**config.mk**
```make
export PLATFORM = sky130hd
export DESIGN_NAME = rot_arbiter
export DESIGN_NICKNAME = d
export VERILOG_FILES = /design/src/rtl/rot_arbiter.sv
export SDC_FILE = /design/constraint.sdc
export NUM_CORES = 1
export LEC_CHECK = 0
export CAP_MARGIN = 20
export CORE_AREA = 2 2 180 182
export DETAILED_ROUTE_END_ITERATION = 7
export DIE_AREA = 0 0 182 184
export MAX_ROUTING_LAYER = met4
export SLEW_MARGIN = 5
export SYNTH_ARGS = -nofsm -noshare
export SYNTH_HDL_FRONTEND = slang
export SYNTH_SLANG_ARGS = --single-unit
```
**constraint.sdc**
```tcl
create_clock -name clk -period 2.2 [get_ports clk]
set_input_delay 0.33 -clock clk [delete_from_list [all_inputs] [get_ports clk]]
set_output_delay 0.33 -clock clk [all_outputs]
set_load 0.005 [all_outputs]
```
**src/rtl/rot_arbiter.sv**
```systemverilog
// Round-robin arbiter that shares one pipelined word rotator between NUM_REQ requesters.
// Each transaction latches the winner's bus, waits out the rotator latency, captures the result and strobes resp_valid once.
module rot_arbiter #(
  parameter int  BUS_SIZE  = 60,
  parameter int  WORD_SIZE = 6,
  parameter int  NUM_REQ   = 4,
  parameter int  LATENCY   = 1,
  localparam int WORD_NUM  = BUS_SIZE / WORD_SIZE
) (
  input  logic                        clk,
  input  logic                        reset,
  input  logic [NUM_REQ-1:0]          req,
  input  logic [NUM_REQ*BUS_SIZE-1:0] req_data,
  output logic [NUM_REQ-1:0]          grant,
  output logic [BUS_SIZE-1:0]         rot_data_in,
  input  logic [BUS_SIZE-1:0]         rot_data_out,
  input  logic [WORD_NUM-1:0]         rot_control_out,
  input  logic                        rot_error,
  output logic [NUM_REQ-1:0]          resp_valid,
  output logic [BUS_SIZE-1:0]         resp_data,
  output logic [WORD_NUM-1:0]         resp_control,
  output logic                        resp_error,
  output logic                        busy,
  output logic [7:0]                  err_count
);

  localparam int IDX_W = (NUM_REQ > 1) ? $clog2(NUM_REQ) : 1;
  localparam int CNT_W = $clog2(LATENCY + 1);
  localparam logic [IDX_W-1:0]   LAST_RST = IDX_W'(NUM_REQ - 1);
  localparam logic [CNT_W-1:0]   CNT_LOAD = CNT_W'(LATENCY);
  localparam logic [CNT_W-1:0]   CNT_ONE  = CNT_W'(1);
  localparam logic [NUM_REQ-1:0] ONE_HOT0 = {{(NUM_REQ-1){1'b0}}, 1'b1};

  typedef enum logic [1:0] {
    ST_IDLE = 2'd0,
    ST_WAIT = 2'd1,
    ST_RESP = 2'd2
  } state_t;

  state_t               state_r, state_s;
  logic [IDX_W-1:0]     last_r, last_s;
  logic [CNT_W-1:0]     cnt_r, cnt_s;
  logic [NUM_REQ-1:0]   grant_r, grant_s;
  logic [BUS_SIZE-1:0]  rot_data_r, rot_data_s;
  logic [NUM_REQ-1:0]   resp_valid_r, resp_valid_s;
  logic [BUS_SIZE-1:0]  resp_data_r, resp_data_s;
  logic [WORD_NUM-1:0]  resp_control_r, resp_control_s;
  logic                 resp_error_r, resp_error_s;
  logic                 busy_r, busy_s;
  logic [7:0]           err_count_r, err_count_s;

  logic [BUS_SIZE-1:0]  req_bus_s [NUM_REQ];
  logic                 sel_found_s;
  logic [IDX_W-1:0]     sel_idx_s;
  logic [IDX_W-1:0]     scan_idx_s;
  logic                 take_s;
  int                   scan_s;

  for (genvar g = 0; g < NUM_REQ; g++) begin : g_bus
    assign req_bus_s[g] = req_data[g*BUS_SIZE +: BUS_SIZE];
  end

  // Round-robin pick: first asserted request scanning from last+1, wrapping.
  always_comb begin
    sel_found_s = 1'b0;
    sel_idx_s   = last_r;
    scan_s      = 0;
    scan_idx_s  = last_r;
    take_s      = 1'b0;
    for (int k = 1; k <= NUM_REQ; k++) begin
      scan_s      = int'(last_r) + k;
      scan_s      = (scan_s >= NUM_REQ) ? (scan_s - NUM_REQ) : scan_s;
      scan_idx_s  = IDX_W'(scan_s);
      take_s      = !sel_found_s && req[scan_idx_s];
      sel_idx_s   = take_s ? scan_idx_s : sel_idx_s;
      sel_found_s = sel_found_s | take_s;
    end
  end

  // Next-state and next-output logic for the IDLE/WAIT/RESP sequencer.
  always_comb begin
    state_s        = state_r;
    last_s         = last_r;
    cnt_s          = cnt_r;
    grant_s        = grant_r;
    rot_data_s     = rot_data_r;
    resp_valid_s   = resp_valid_r;
    resp_data_s    = resp_data_r;
    resp_control_s = resp_control_r;
    resp_error_s   = resp_error_r;
    busy_s         = busy_r;
    err_count_s    = err_count_r;
    case (state_r)
      ST_IDLE: begin
        if (sel_found_s) begin
          state_s    = ST_WAIT;
          grant_s    = ONE_HOT0 << sel_idx_s;
          rot_data_s = req_bus_s[sel_idx_s];
          last_s     = sel_idx_s;
          cnt_s      = CNT_LOAD;
          busy_s     = 1'b1;
        end else begin
          state_s = ST_IDLE;
        end
      end
      ST_WAIT: begin
        if (cnt_r == {CNT_W{1'b0}}) begin
          state_s        = ST_RESP;
          resp_valid_s   = grant_r;
          resp_data_s    = rot_data_out;
          resp_control_s = rot_control_out;
          resp_error_s   = rot_error;
          if (rot_error && (err_count_r != 8'hFF)) begin
            err_count_s = err_count_r + 8'd1;
          end else begin
            err_count_s = err_count_r;
          end
        end else begin
          cnt_s = cnt_r - CNT_ONE;
        end
      end
      ST_RESP: begin
        state_s      = ST_IDLE;
        resp_valid_s = {NUM_REQ{1'b0}};
        grant_s      = {NUM_REQ{1'b0}};
        busy_s       = 1'b0;
      end
      default: begin
        state_s      = ST_IDLE;
        resp_valid_s = {NUM_REQ{1'b0}};
        grant_s      = {NUM_REQ{1'b0}};
        cnt_s        = {CNT_W{1'b0}};
        busy_s       = 1'b0;
      end
    endcase
  end

  // State and output registers; reset aborts any transaction in flight.
  always_ff @(posedge clk or negedge reset) begin
    if (!reset) begin
      state_r        <= ST_IDLE;
      last_r         <= LAST_RST;
      cnt_r          <= {CNT_W{1'b0}};
      grant_r        <= {NUM_REQ{1'b0}};
      rot_data_r     <= {BUS_SIZE{1'b0}};
      resp_valid_r   <= {NUM_REQ{1'b0}};
      resp_data_r    <= {BUS_SIZE{1'b0}};
      resp_control_r <= {WORD_NUM{1'b0}};
      resp_error_r   <= 1'b0;
      busy_r         <= 1'b0;
      err_count_r    <= 8'd0;
    end else begin
      state_r        <= state_s;
      last_r         <= last_s;
      cnt_r          <= cnt_s;
      grant_r        <= grant_s;
      rot_data_r     <= rot_data_s;
      resp_valid_r   <= resp_valid_s;
      resp_data_r    <= resp_data_s;
      resp_control_r <= resp_control_s;
      resp_error_r   <= resp_error_s;
      busy_r         <= busy_s;
      err_count_r    <= err_count_s;
    end
  end

  assign grant        = grant_r;
  assign rot_data_in  = rot_data_r;
  assign resp_valid   = resp_valid_r;
  assign resp_data    = resp_data_r;
  assign resp_control = resp_control_r;
  assign resp_error   = resp_error_r;
  assign busy         = busy_r;
  assign err_count    = err_count_r;

endmodule

```
==> results.sh <==
export IMPL_status="finished clean"
export IMPL_fillerInstances=2968
export IMPL_mostFrequentLayoutCell="sky130_fd_sc_hd__clkdlybuf4s50_1"
export IMPL_pwr_share_comb=0.547
export IMPL_post_cts_setup_buffer_count=0
export IMPL_cts_sinks=153
export IMPL_floorplan_rows=65
export IMPL_route_detailed_vias_per_inst=4.71
export IMPL_period_share=0.935
export IMPL_worst_setup_path_end_kind="flop"
export IMPL_layout_drive_gt1_share=0.187
export IMPL_worst_path_required_time_ns=2.51
export IMPL_pwr_share_clk=0.173
export IMPL_pwr_density_cell_nw_per_um2=1280
export IMPL_ctsHoldBuffers=1
export IMPL_area_growth_pct=75.5
export IMPL_post_syn_area_sq_um=8020
export IMPL_totalWireLength_um=31200
export IMPL_max_cap_viol_count=0
export IMPL_grt_pass1_vias=7985
export IMPL_ir_worst_vdd_mv=0.634
export IMPL_final_setup_viol_count=0
export IMPL_drt_met1_wl_um=12400
export IMPL_slew_headroom=0.656
export IMPL_drtIter0Drc=344
export IMPL_reg2reg_from="last_r[0]"
export IMPL_die_h_um=184
export IMPL_hp_class="in -> async"
export IMPL_cts_root_buf="sky130_fd_sc_hd__clkbuf_16"
export IMPL_initial_utilization=0.255
export IMPL_share_of_yosys_cell_area_claimed_by_the_top_area_cell_type=0.471
export IMPL_ys_async_sr_fraction=1.00
export IMPL_clk_insertion_delay_late_ns=0.44
export IMPL_io_buffer_count=464
export IMPL_cts_buffers=17
export IMPL_yosys_register_bits=153
export IMPL_nNetsFinal=1507
export IMPL_drt_drc_violations_left=0
export IMPL_dr_max_layer_used="met4"
export IMPL_worst_setup_path_start_kind="flop"
export IMPL_globalRouteOverflowTotal=0
export IMPL_syn_instance_count=718
export IMPL_num_vias=7555
export IMPL_post_layout_total_power_mw=18.1
export IMPL_critical_path_endpoint="rot_data_in[22]"
export IMPL_yosysSeqAreaShare=0.478
export IMPL_rsz0062_at_grt="false"
export IMPL_reg2reg_depth=6
export IMPL_boundaryPins=465
export IMPL_critPathLaunch="last_r[0]"
export IMPL_power_sequential_fraction=0.280
export IMPL_cts_htree_levels=4
export IMPL_synthesis_nets=1036
export IMPL_timing_setup_tns_ns=0
export IMPL_max_freq_mhz=486
export IMPL_netlist_cell_type_count=39
export IMPL_drt_pass1_iter_count=4
export IMPL_path_max_fanout=12
export IMPL_dp_worst_setup_slack_ns=-0.202
export IMPL_synth_edf_count=0
export IMPL_fin_worst_skew_ns=0.0136
export IMPL_leakage_nw=5.71
export IMPL_ys_warn_count=0
export IMPL_routed_wl_met3_um=2260
export IMPL_finalHoldWorstSlack_ns=0.293
export IMPL_intPower_mw=11.6
export IMPL_dominant_cells_by_area_after_synthesis="sky130_fd_sc_hd__dfrtp_1, sky130_fd_sc_hd__mux2_2, sky130_fd_sc_hd__a211oi_2, sky130_fd_sc_hd__mux2i_1, sky130_fd_sc_hd__a211oi_1"
export IMPL_max_clock_path_buffers=2
export IMPL_ant_nets=0
export IMPL_core_sq_um=31400
export IMPL_grt_antenna_before_repair=1
export IMPL_dp_hpwl_um=24200
export IMPL_power_switching_fraction=0.357
export IMPL_switchingPower_mw=6.45
export IMPL_met2WireLength_um=15900
export IMPL_synth_largest_area_cell="sky130_fd_sc_hd__dfrtp_1"
export IMPL_place_gp_congestion=0.836
export IMPL_r2r_end="rot_data_in[22]"
export IMPL_setup_worst_path_class="reg -> reg"
export IMPL_cts_tree="built"
export IMPL_most_common_layout_cells="sky130_fd_sc_hd__clkdlybuf4s50_1, sky130_fd_sc_hd__dfrtp_1, sky130_fd_sc_hd__mux2_2, sky130_fd_sc_hd__nor2_1"
export IMPL_final_hold_violation_count=0
export IMPL_die_area_sq_um=33500
export IMPL_clk_transition_reported_paths_ns=0.07
export IMPL_cts_resized_gates=0
export IMPL_grt_max_degree=57
export IMPL_timing_reg2reg_setup_slack_ns=0.14
export IMPL_worstPathArrival_ns=2.37
export IMPL_max_slew_worst_pin_slew_ns=0.514
export IMPL_post_drt_wl_per_cell_um=19.4
export IMPL_fin_max_slew_vios=0
export IMPL_die_width_um=182
export IMPL_final_critical_period_ns=2.06
export IMPL_grtUsageTotal=0.189
export IMPL_final_setup_worst_slack_ns=0.143
export IMPL_synthFlopType="sky130_fd_sc_hd__dfrtp_1"
export IMPL_grt_pass1_wl_um=46700
export IMPL_postSynthAreaPerCell_sq_um=11.2
[power groups by stage]
| stage | clock (mW) | sequential [mW] | combinational (mW) |
|---|---|---|---|
| after CTS | 3.21 | 5.07 | 10.0 |
| after global routing | 3.32 | 5.25 | 10.6 |
| after floorplan | 0 | 5.11 | 4.66 |
| after global placement | 0 | 5.05 | 9.94 |
| after detailed placement | 0 | 5.11 | 10.0 |
| final | 3.13 | 5.05 | 9.89 |
[sequential cells by signal (all words and copies together), names as in the netlist]
signal and count:
busy 1, cnt_r 1, err_count 8, grant 4, last_r 2, resp_control 10
resp_data 60, resp_error 1, resp_valid 4, rot_data_in 60, state_r 2
[area by class of cell]
class | instances | area (sq um) | area share
clock inverter | 13 | 155 | 0.0110
sequential | 153 | 3830 | 0.272
multi-input combinational | 437 | 3660 | 0.260
tap | 402 | 503 | 0.0358
clock buffer | 19 | 453 | 0.0322
inverter | 64 | 240 | 0.0171
timing repair buffer | 516 | 5230 | 0.371
antenna | 1 | 2.50 | 0.000178
[critical path: stages, from the launching register on]
cell,delay (ns)
sky130_fd_sc_hd__dfstp_2,0.59
sky130_fd_sc_hd__inv_2,0.08
sky130_fd_sc_hd__o211ai_4,0.20
sky130_fd_sc_hd__and3_4,0.43
sky130_fd_sc_hd__buf_4,0.28
sky130_fd_sc_hd__mux2i_1,0.25
sky130_fd_sc_hd__a211oi_1,0.10
[per-layer routing]
metal,vias to the layer above,global-route usage
met5,-,-
met4,0,0.0632
met3,34,0.0485
met2,329,0.329
met1,3628,0.212
li1,3564,-
[cell usage after synthesis, types with 4 or more instances]
cell type	instances
sky130_fd_sc_hd__nand2_1	9
sky130_fd_sc_hd__a211oi_2	57
sky130_fd_sc_hd__nor2_1	70
sky130_fd_sc_hd__mux2i_1	63
sky130_fd_sc_hd__buf_1	7
sky130_fd_sc_hd__buf_4	7
sky130_fd_sc_hd__a211oi_1	63
sky130_fd_sc_hd__inv_1	63
sky130_fd_sc_hd__xor2_1	4
sky130_fd_sc_hd__a31oi_1	60
sky130_fd_sc_hd__nand3_1	6
sky130_fd_sc_hd__dfrtp_1	151
sky130_fd_sc_hd__buf_6	8
sky130_fd_sc_hd__clkbuf_1	32
sky130_fd_sc_hd__buf_2	9
sky130_fd_sc_hd__mux2_2	72
[per-stage QoR]
step / util / cells / instance area, sq um
2_1_floorplan: - / 718 / 8020
6_report: 0.448 / 1605 / 14100
5_1_grt: 0.448 / 1604 / 14100
3_3_place_gp: 0.428 / 1571 / 13400
4_1_cts: 0.448 / 1604 / 14100
3_5_place_dp: 0.428 / 1571 / 13400
[worst min-delay path by stage]
| stage | end | startpoint | cells past startpoint | slack [ns] |
|---|---|---|---|---|
| after floorplan | busy | reset | 0 | 0.03 |
| after global placement | resp_data[4] | reset | 1 | 0.18 |
| after detailed placement | resp_data[4] | reset | 1 | 0.18 |
| after CTS | resp_data[4] | reset | 2 | 0.28 |
| after global routing | resp_data[4] | reset | 2 | 0.30 |
| final | resp_data[4] | reset | 2 | 0.29 |
[logic make-up (layout without fill, tap and decap cells)]
family,count (synthesis),count (layout),synth area share
xor+xnor,7,7,0.00765
other cells,0,1,0
compound gates,196,196,0.209
mux,135,135,0.180
fa+ha+maj,1,1,0.00156
flops,153,153,0.478
buf+inv,128,612,0.0726
simple gates,98,98,0.0514
Power figures use the tool's default switching activity.
